`src/rtl/wisc_pkg.sv`:
```
// Shared definitions for the memory stage: opcodes, FSM states and the data word type.
package wisc_pkg;

    typedef logic [15:0] word_t;

    localparam logic [3:0] OP_LW = 4'b1000;
    localparam logic [3:0] OP_SW = 4'b1001;

    typedef enum logic [1:0] {
        IDLE,
        RD_WAIT,
        WR_WAIT
    } mem_state_t;

endpackage

```
`src/rtl/mem_wait_counter.sv`:
```
// Saturating wait-cycle counter for the memory stage.
// The hit flags are raised in the wait cycle whose closing edge brings the
// count up to the limit, so the FSM can leave its wait state on that edge.
module mem_wait_counter #(
    parameter int MEM_LATENCY = 4,
    parameter int TIMEOUT     = 16,
    parameter int CW          = $clog2(TIMEOUT + 1)
) (
    input  logic clk,
    input  logic rst,
    input  logic clear,
    input  logic enable,
    output logic latency_hit,
    output logic timeout_hit
);

    logic [CW-1:0] count;

    // Count wait cycles, clearing on request and holding at TIMEOUT
    always_ff @(posedge clk or posedge rst) begin
        if (rst) begin
            count <= '0;
        end else if (clear) begin
            count <= '0;
        end else if (enable && (count != CW'(TIMEOUT))) begin
            count <= count + 1'b1;
        end
    end

    assign latency_hit = (count == CW'(MEM_LATENCY - 1));
    assign timeout_hit = (count == CW'(TIMEOUT - 1));

endmodule

```
`src/rtl/mem_access_ctrl.sv`:
```
// Memory-stage controller: registers ALU results, issues one request per
// LW/SW to a multi-cycle memory, stalls upstream while an access is in
// flight and emits a one-cycle write-back record on completion.
module mem_access_ctrl
    import wisc_pkg::*;
#(
    parameter int MEM_LATENCY = 4,
    parameter int TIMEOUT     = 16
) (
    input  logic        clk,
    input  logic        rst,
    input  logic        ex_valid,
    input  logic [3:0]  ex_opcode,
    input  logic [15:0] ex_alu_out,
    input  logic [15:0] ex_store_data,
    input  logic [3:0]  ex_dst_reg,
    input  logic        ex_wr_en,
    output logic        stall,
    output logic        mem_en,
    output logic        mem_wr,
    output logic [15:0] mem_addr,
    output logic [15:0] mem_wdata,
    input  logic [15:0] mem_rdata,
    input  logic        mem_data_valid,
    output logic        wb_valid,
    output logic [15:0] wb_data,
    output logic [3:0]  wb_dst_reg,
    output logic        wb_wr_en,
    output logic        err_timeout
);

    mem_state_t state;
    logic [3:0] lat_dst;
    logic       lat_wr_en;
    logic       latency_hit;
    logic       timeout_hit;

    mem_wait_counter #(
        .MEM_LATENCY(MEM_LATENCY),
        .TIMEOUT    (TIMEOUT)
    ) u_wait_counter (
        .clk        (clk),
        .rst        (rst),
        .clear      (state == IDLE),
        .enable     (state != IDLE),
        .latency_hit(latency_hit),
        .timeout_hit(timeout_hit)
    );

    assign stall = (state != IDLE);

    // Access FSM with all outputs registered; strobes default low each cycle
    always_ff @(posedge clk or posedge rst) begin
        if (rst) begin
            state       <= IDLE;
            lat_dst     <= '0;
            lat_wr_en   <= 1'b0;
            mem_en      <= 1'b0;
            mem_wr      <= 1'b0;
            mem_addr    <= '0;
            mem_wdata   <= '0;
            wb_valid    <= 1'b0;
            wb_data     <= '0;
            wb_dst_reg  <= '0;
            wb_wr_en    <= 1'b0;
            err_timeout <= 1'b0;
        end else begin
            mem_en   <= 1'b0;
            wb_valid <= 1'b0;
            case (state)
                IDLE: begin
                    if (ex_valid) begin
                        if (ex_opcode == OP_LW) begin
                            state     <= RD_WAIT;
                            mem_en    <= 1'b1;
                            mem_wr    <= 1'b0;
                            mem_addr  <= {ex_alu_out[15:1], 1'b0};
                            lat_dst   <= ex_dst_reg;
                            lat_wr_en <= ex_wr_en;
                        end else if (ex_opcode == OP_SW) begin
                            state     <= WR_WAIT;
                            mem_en    <= 1'b1;
                            mem_wr    <= 1'b1;
                            mem_addr  <= {ex_alu_out[15:1], 1'b0};
                            mem_wdata <= ex_store_data;
                            lat_dst   <= ex_dst_reg;
                            lat_wr_en <= 1'b0;
                        end else begin
                            wb_valid   <= 1'b1;
                            wb_data    <= ex_alu_out;
                            wb_dst_reg <= ex_dst_reg;
                            wb_wr_en   <= ex_wr_en;
                        end
                    end
                end
                RD_WAIT: begin
                    if (mem_data_valid) begin
                        state      <= IDLE;
                        wb_valid   <= 1'b1;
                        wb_data    <= mem_rdata;
                        wb_dst_reg <= lat_dst;
                        wb_wr_en   <= lat_wr_en;
                    end else if (timeout_hit) begin
                        state       <= IDLE;
                        err_timeout <= 1'b1;
                    end
                end
                WR_WAIT: begin
                    if (latency_hit) begin
                        state      <= IDLE;
                        wb_valid   <= 1'b1;
                        wb_dst_reg <= lat_dst;
                        wb_wr_en   <= 1'b0;
                    end
                end
                default: state <= IDLE;
            endcase
        end
    end

endmodule

```
`config.mk`:
```
export PLATFORM = sky130hd
export DESIGN_NAME = mem_access_ctrl
export DESIGN_NICKNAME = d
export VERILOG_FILES = /design/src/rtl/wisc_pkg.sv /design/src/rtl/mem_wait_counter.sv /design/src/rtl/mem_access_ctrl.sv
export SDC_FILE = /design/constraint.sdc
export NUM_CORES = 1
export LEC_CHECK = 0
export CORE_ASPECT_RATIO = 0.9
export CORE_UTILIZATION = 65
export CTS_CLUSTER_SIZE = 28
export DETAILED_ROUTE_END_ITERATION = 8
export DONT_BUFFER_PORTS = 1
export PLACE_DENSITY = 0.88
export SYNTH_ARGS = -nofsm -noshare
export SYNTH_HDL_FRONTEND = slang
export SYNTH_SLANG_ARGS = --single-unit
```
`constraint.sdc`:
```
create_clock -name clk -period 3.55 [get_ports clk]
set_input_delay 0.5325 -clock clk [delete_from_list [all_inputs] [get_ports clk]]
set_output_delay 0.5325 -clock clk [all_outputs]
set_load 0.01 [all_outputs]
```
Word level (Yosys, flattened, before mapping)
Cells that the tools add are included.

storage, ports and cells
  register bits = 69
  bits of input ports = 61
  output and inout port bits = 58
  logic and storage cells = 87

operators by class
  add/sub/neg operators = 1
  eq/ne operators = 14
  muxes and demuxes = 44
  bitwise logic cells = 2
  reductions and logical operators = 13

operator list
  cell                                            count
  two-way mux 16 bit                              6
  case mux 16 bit (2 select lines)                1
  two-way mux 4 bit                               7
  two-way mux 1 bit                               18
  two-way mux 2 bit                               6
  case mux 4 bit (3 select lines)                 1
  two-way mux 5 bit                               2
  != test 2 bit (second input constant)           5
  == test 4 bit (second input constant)           2
  AND reduction 4 bit                             2
  nonzero test 2 bit                              4
  != test 3 bit (second input constant)           2
  case mux 1 bit (3 select lines)                 2
  case mux 2 bit (3 select lines)                 1
  AND reduction 3 bit                             2
  AND reduction 6 bit                             1
  adder 5 x 1 -> 5 bit (second input constant)    1
  == test 5 x 2 -> 1 bit (second input constant)  1
  == test 5 x 4 -> 1 bit (second input constant)  1
  != test 5 bit (second input constant)           1
  AND reduction 5 bit                             1
  nonzero test 3 bit                              1
  == test 2 x 1 -> 1 bit (second input constant)  1
  == test 2 bit (second input constant)           1
  other kinds (3)                                 4

Longest topological paths before layout
  depth in word-level cells = 5
  mapped depth = 9
  depth with buffers taken out = 7

Hierarchy
From an unflattened synthesis, not the netlist that was laid out.

unflattened totals
  cell total of the unflattened synthesis = 235
  area, all modules = 3027.9 µm²

modules (own cells, without submodules)
  module            times used  cells an instance  area each (µm²)  seq. area each (µm²)
  mem_access_ctrl   1           204                2723.9           1576.5
  mem_wait_counter  1           31                 304.0            125.1

Worst setup path after synthesis
Ideal clock, no wire load.

  path kind = register -> register
  start point = register u_wait_counter.count[0]
  end point = register state[0]
  data arrival time = 1687 ps
  data required time = 3429 ps
  path slack = 1742 ps
  cell stages (with the launch flop) = 8
  path buffers = 0
  cell sequence = dfrtp_1 > ha_1 > and3_1 > ha_1 > or3b_1 > o221ai_1 > o31ai_1 > a22o_1

on the way
  cells in the longest elaborated chain, start to end = 3
  elaborated cells on any way between the ends = 5

RTL lines
  what                                                                     RTL line                                        RTL
  start, declared                                                          mem_wait_counter.sv:17                          logic [CW-1:0] count;
  start signal, assigned                                                   mem_wait_counter.sv:26                          count <= count + 1'b1;
  == test 5 x 4 -> 1 bit / == test 5 x 2 -> 1 bit (equally long branches)  mem_wait_counter.sv:31, mem_wait_counter.sv:30
  != test 3 bit (no line) / != test 2 bit (equally long branches)          n/a
  AND reduction 4 bit (no line) (*)                                        n/a
  end signal, assigned                                                     mem_access_ctrl.sv:55                           state <= IDLE;
  end signal, assigned                                                     mem_access_ctrl.sv:74                           state <= RD_WAIT;
  end signal, assigned                                                     mem_access_ctrl.sv:81                           state <= WR_WAIT;
  end, declared                                                            mem_access_ctrl.sv:32                           mem_state_t state;

Mark *: on every way between the ends. The rest lies on a longest branch, timed or not.
A chain may end at the register's enable or synchronous reset.

Final worst setup path
  start point = register state[1]
  end point = register wb_dst_reg[1]

on the way
  cells in the longest elaborated chain, start to end = 3
  elaborated cells on any way between the ends = 11

RTL lines
  what                                                                  RTL line                RTL
  == test 2 bit (tied with other cells)                                 mem_access_ctrl.sv:70   case (state)
  != test 2 bit (no line) / nonzero test 3 bit (equally long branches)  n/a
  AND reduction 6 bit (no line)                                         n/a
  end signal, assigned                                                  mem_access_ctrl.sv:91   wb_dst_reg <= ex_dst_reg;
  end signal, assigned                                                  mem_access_ctrl.sv:101  wb_dst_reg <= lat_dst;
  end signal, assigned                                                  mem_access_ctrl.sv:112  wb_dst_reg <= lat_dst;
  end, declared                                                         mem_access_ctrl.sv:27   output logic [3:0] wb_dst_reg,

Several ways; a longest one is shown, not always the timed one.

==> flow_summary.json <==
{
  "cts_setup_buffers": 0,
  "synth-main-ff-cell": "dfrtp_1",
  "drc_errors": 0,
  "grt_pass1_vias": 1890,
  "layout.nets": 344,
  "synth_area_leaders": "dfrtp_1, nand2_1, mux2_2",
  "dieArea_um2": 5120,
  "max_freq_mhz": 442,
  "arrival_ns": 2.49,
  "r2r_slack_ns": 1.29,
  "ios": 119,
  "path_class": "reg -> reg",
  "vias": 1984,
  "synth_top_area_frac": 0.542,
  "grt_setup_unrepaired": "no",
  "grt_max_degree": 47,
  "port-buffer-count": 0,
  "top_regs": "mem_wdata (16), wb_data (16), mem_addr (15)",
  "fin_area_um2": 3350,
  "finalCritPeriodShare": 0.637,
  "fp-row-count": 23,
  "slew_violations": 0,
  "postRouteAntennaNets": 0,
  "drive_above_1_share": 0.231,
  "ys.warnings.count": 0,
  "via_per_inst": 5.78,
  "ys_types": 37,
  "fin_worst_skew_ns": 0.0116,
  "initial_core_util": 0.691,
  "grtUsageTotal": 0.265,
  "wl_met3_um": 614,
  "cts_hold_buffers": 0,
  "postPlaceCellArea_um2": 3150,
  "synth.cell_area_um2": 3140,
  "die_y_um": 68.0,
  "powerDensity_nw_per_um2": 903,
  "finalPower_mw": 3.02,
  "synth_cells": 274,
  "n_antenna_cell": 0,
  "clk_pin_slew_worst_paths_ns": 0.08,
  "wl_met1_um": 2450,
  "synth_async_sr_flop_share": 1.00,
  "cts.sinks": 68,
  "synthesis.nets": 342,
  "syn_area_per_cell_um2": 11.5,
  "required_ns": 3.78,
  "coreArea_um2": 4550,
  "synth_edf_count": 0,
  "h-tree-depth": 3,
  "wl_per_cell_um": 18.2,
  "setup_viol": 0,
  "cts_root_buffer": "clkbuf_8",
  "ys_seq_area_frac": 0.542,
  "gr-total-overflow": 0,
  "antenna_found_initial": 0,
  "endpoint_kind": "register",
  "r2r-start": "state[1]",
  "finalWeightedCongestion": 0.821,
  "cp-start-kind": "register",
  "cp_max_fo": 16,
  "clock_path_buffers": 2,
  "die_w_um": 75.3,
  "grt_pass1_wl_um": 9330,
  "leakagePower_nw": 1.58,
  "drv_cap": 0,
  "finalCriticalPeriod_ns": 2.26,
  "cts-buffers-inserted": 9,
  "cp-startpoint": "state[1]",
  "min_path_type": "in -> async",
  "cts_resized": 0,
  "wl_um": 6240,
  "peakVddDrop_v": 0.000514,
  "drt_first_pass_iters": 4,
  "hpwlAfterDp_um": 4510,
  "synthTopCellsByCount": "dfrtp_1, nand2_1, nor2_1",
  "cts_tree": "yes",
  "slew_headroom": 0.538,
  "hold_violations": 0,
  "area_growth_pct": 6.53,
  "status": "finished clean",
  "synth_top_area_cell": "dfrtp_1",
  "tns_ns": 0,
  "ys_seq_elements": 68,
  "worstMarginPinSlew_ns": 0.693,
  "post-synth-top-count-cell": "dfrtp_1",
  "dr.max_layer_used": "met4",
  "clkLatencyLatePin_ns": 0.34,
  "drtIter0Drc": 101,
  "wl_met2_um": 3070
}
-- placed cells by master, fill, tap and decap left out, drive strengths merged, types with 5 or more instances in the layout --
| master | count |
|---|---|
| dfrtp | 68 |
| nand2 | 64 |
| mux2 | 25 |
| nor2 | 20 |
| a21oi | 18 |
| mux2i | 17 |
| inv | 12 |
| clkbuf | 10 |
| ha | 7 |
| nand3 | 5 |
-- final timing paths --
path	depth (start not counted)	to
max in group asynchronous	2	u_wait_counter.count[4]
worst min-delay path	1	mem_addr[15]
worst min register to register	2	lat_dst[3]
min in group clk	2	mem_addr[13]
worst max-delay path	6	wb_dst_reg[1]
worst max register to register	6	wb_dst_reg[1]
-- through the flow --
step	cells	setup WS, ns	hold slack (ns)	utilization
finish	343	1.29	0.0901	0.736
global placement	327	1.38	0.452	0.694
floorplan	274	1.31	0.440	-
CTS	343	1.30	0.0939	0.736
detailed placement	327	1.29	0.461	0.694
global route	343	1.18	0.101	0.736
-- power breakdown --
part	internal, mW	leakage, nW	total [mW]	switching (mW)
logic	0.423	0.643	0.900	0.476
registers	1.12	0.840	1.51	0.393
clock network	0.324	0.0962	0.610	0.286
-- kinds of logic (layout without fill, tap and decap cells) --
kind of cell,count (synthesis),after routing,synth area share
and+or+nand+nor,99,99,0.143
xor gates and xnor gates,3,3,0.00836
muxes,42,42,0.155
adders and majority gates,7,7,0.0279
other,1,1,0.00119
AOI/OAI and AO/OA,29,29,0.0789
DFF,68,68,0.542
buffers and inverters,25,32,0.0446
-- worst max-delay path: stages (launching register included) --
cell and delay [ns]:
dfrtp_1 0.43, inv_1 0.10, ha_1 0.56, nor2b_4 0.29, a211oi_1 0.06, o211ai_1 0.30
mux2_2 0.40
-- final cells by class --
type,count,area (um^2)
timing repair buffer,4,30.0
fill,351,1200
clock buffer,10,128
multi-input combinational,181,1300
inverter,12,45.0
sequential,68,1700
clock inverter,6,65.1
tap,62,77.6
-- per-layer routing --
| layer | global-route usage | up-vias |
|---|---|---|
| li1 | - | 917 |
| met1 | 0.319 | 949 |
| met2 | 0.412 | 110 |
| met3 | 0.116 | 8 |
| met4 | 0.125 | 0 |
| met5 | 0 | - |
No activity file was read; power rests on OpenSTA's default activity.
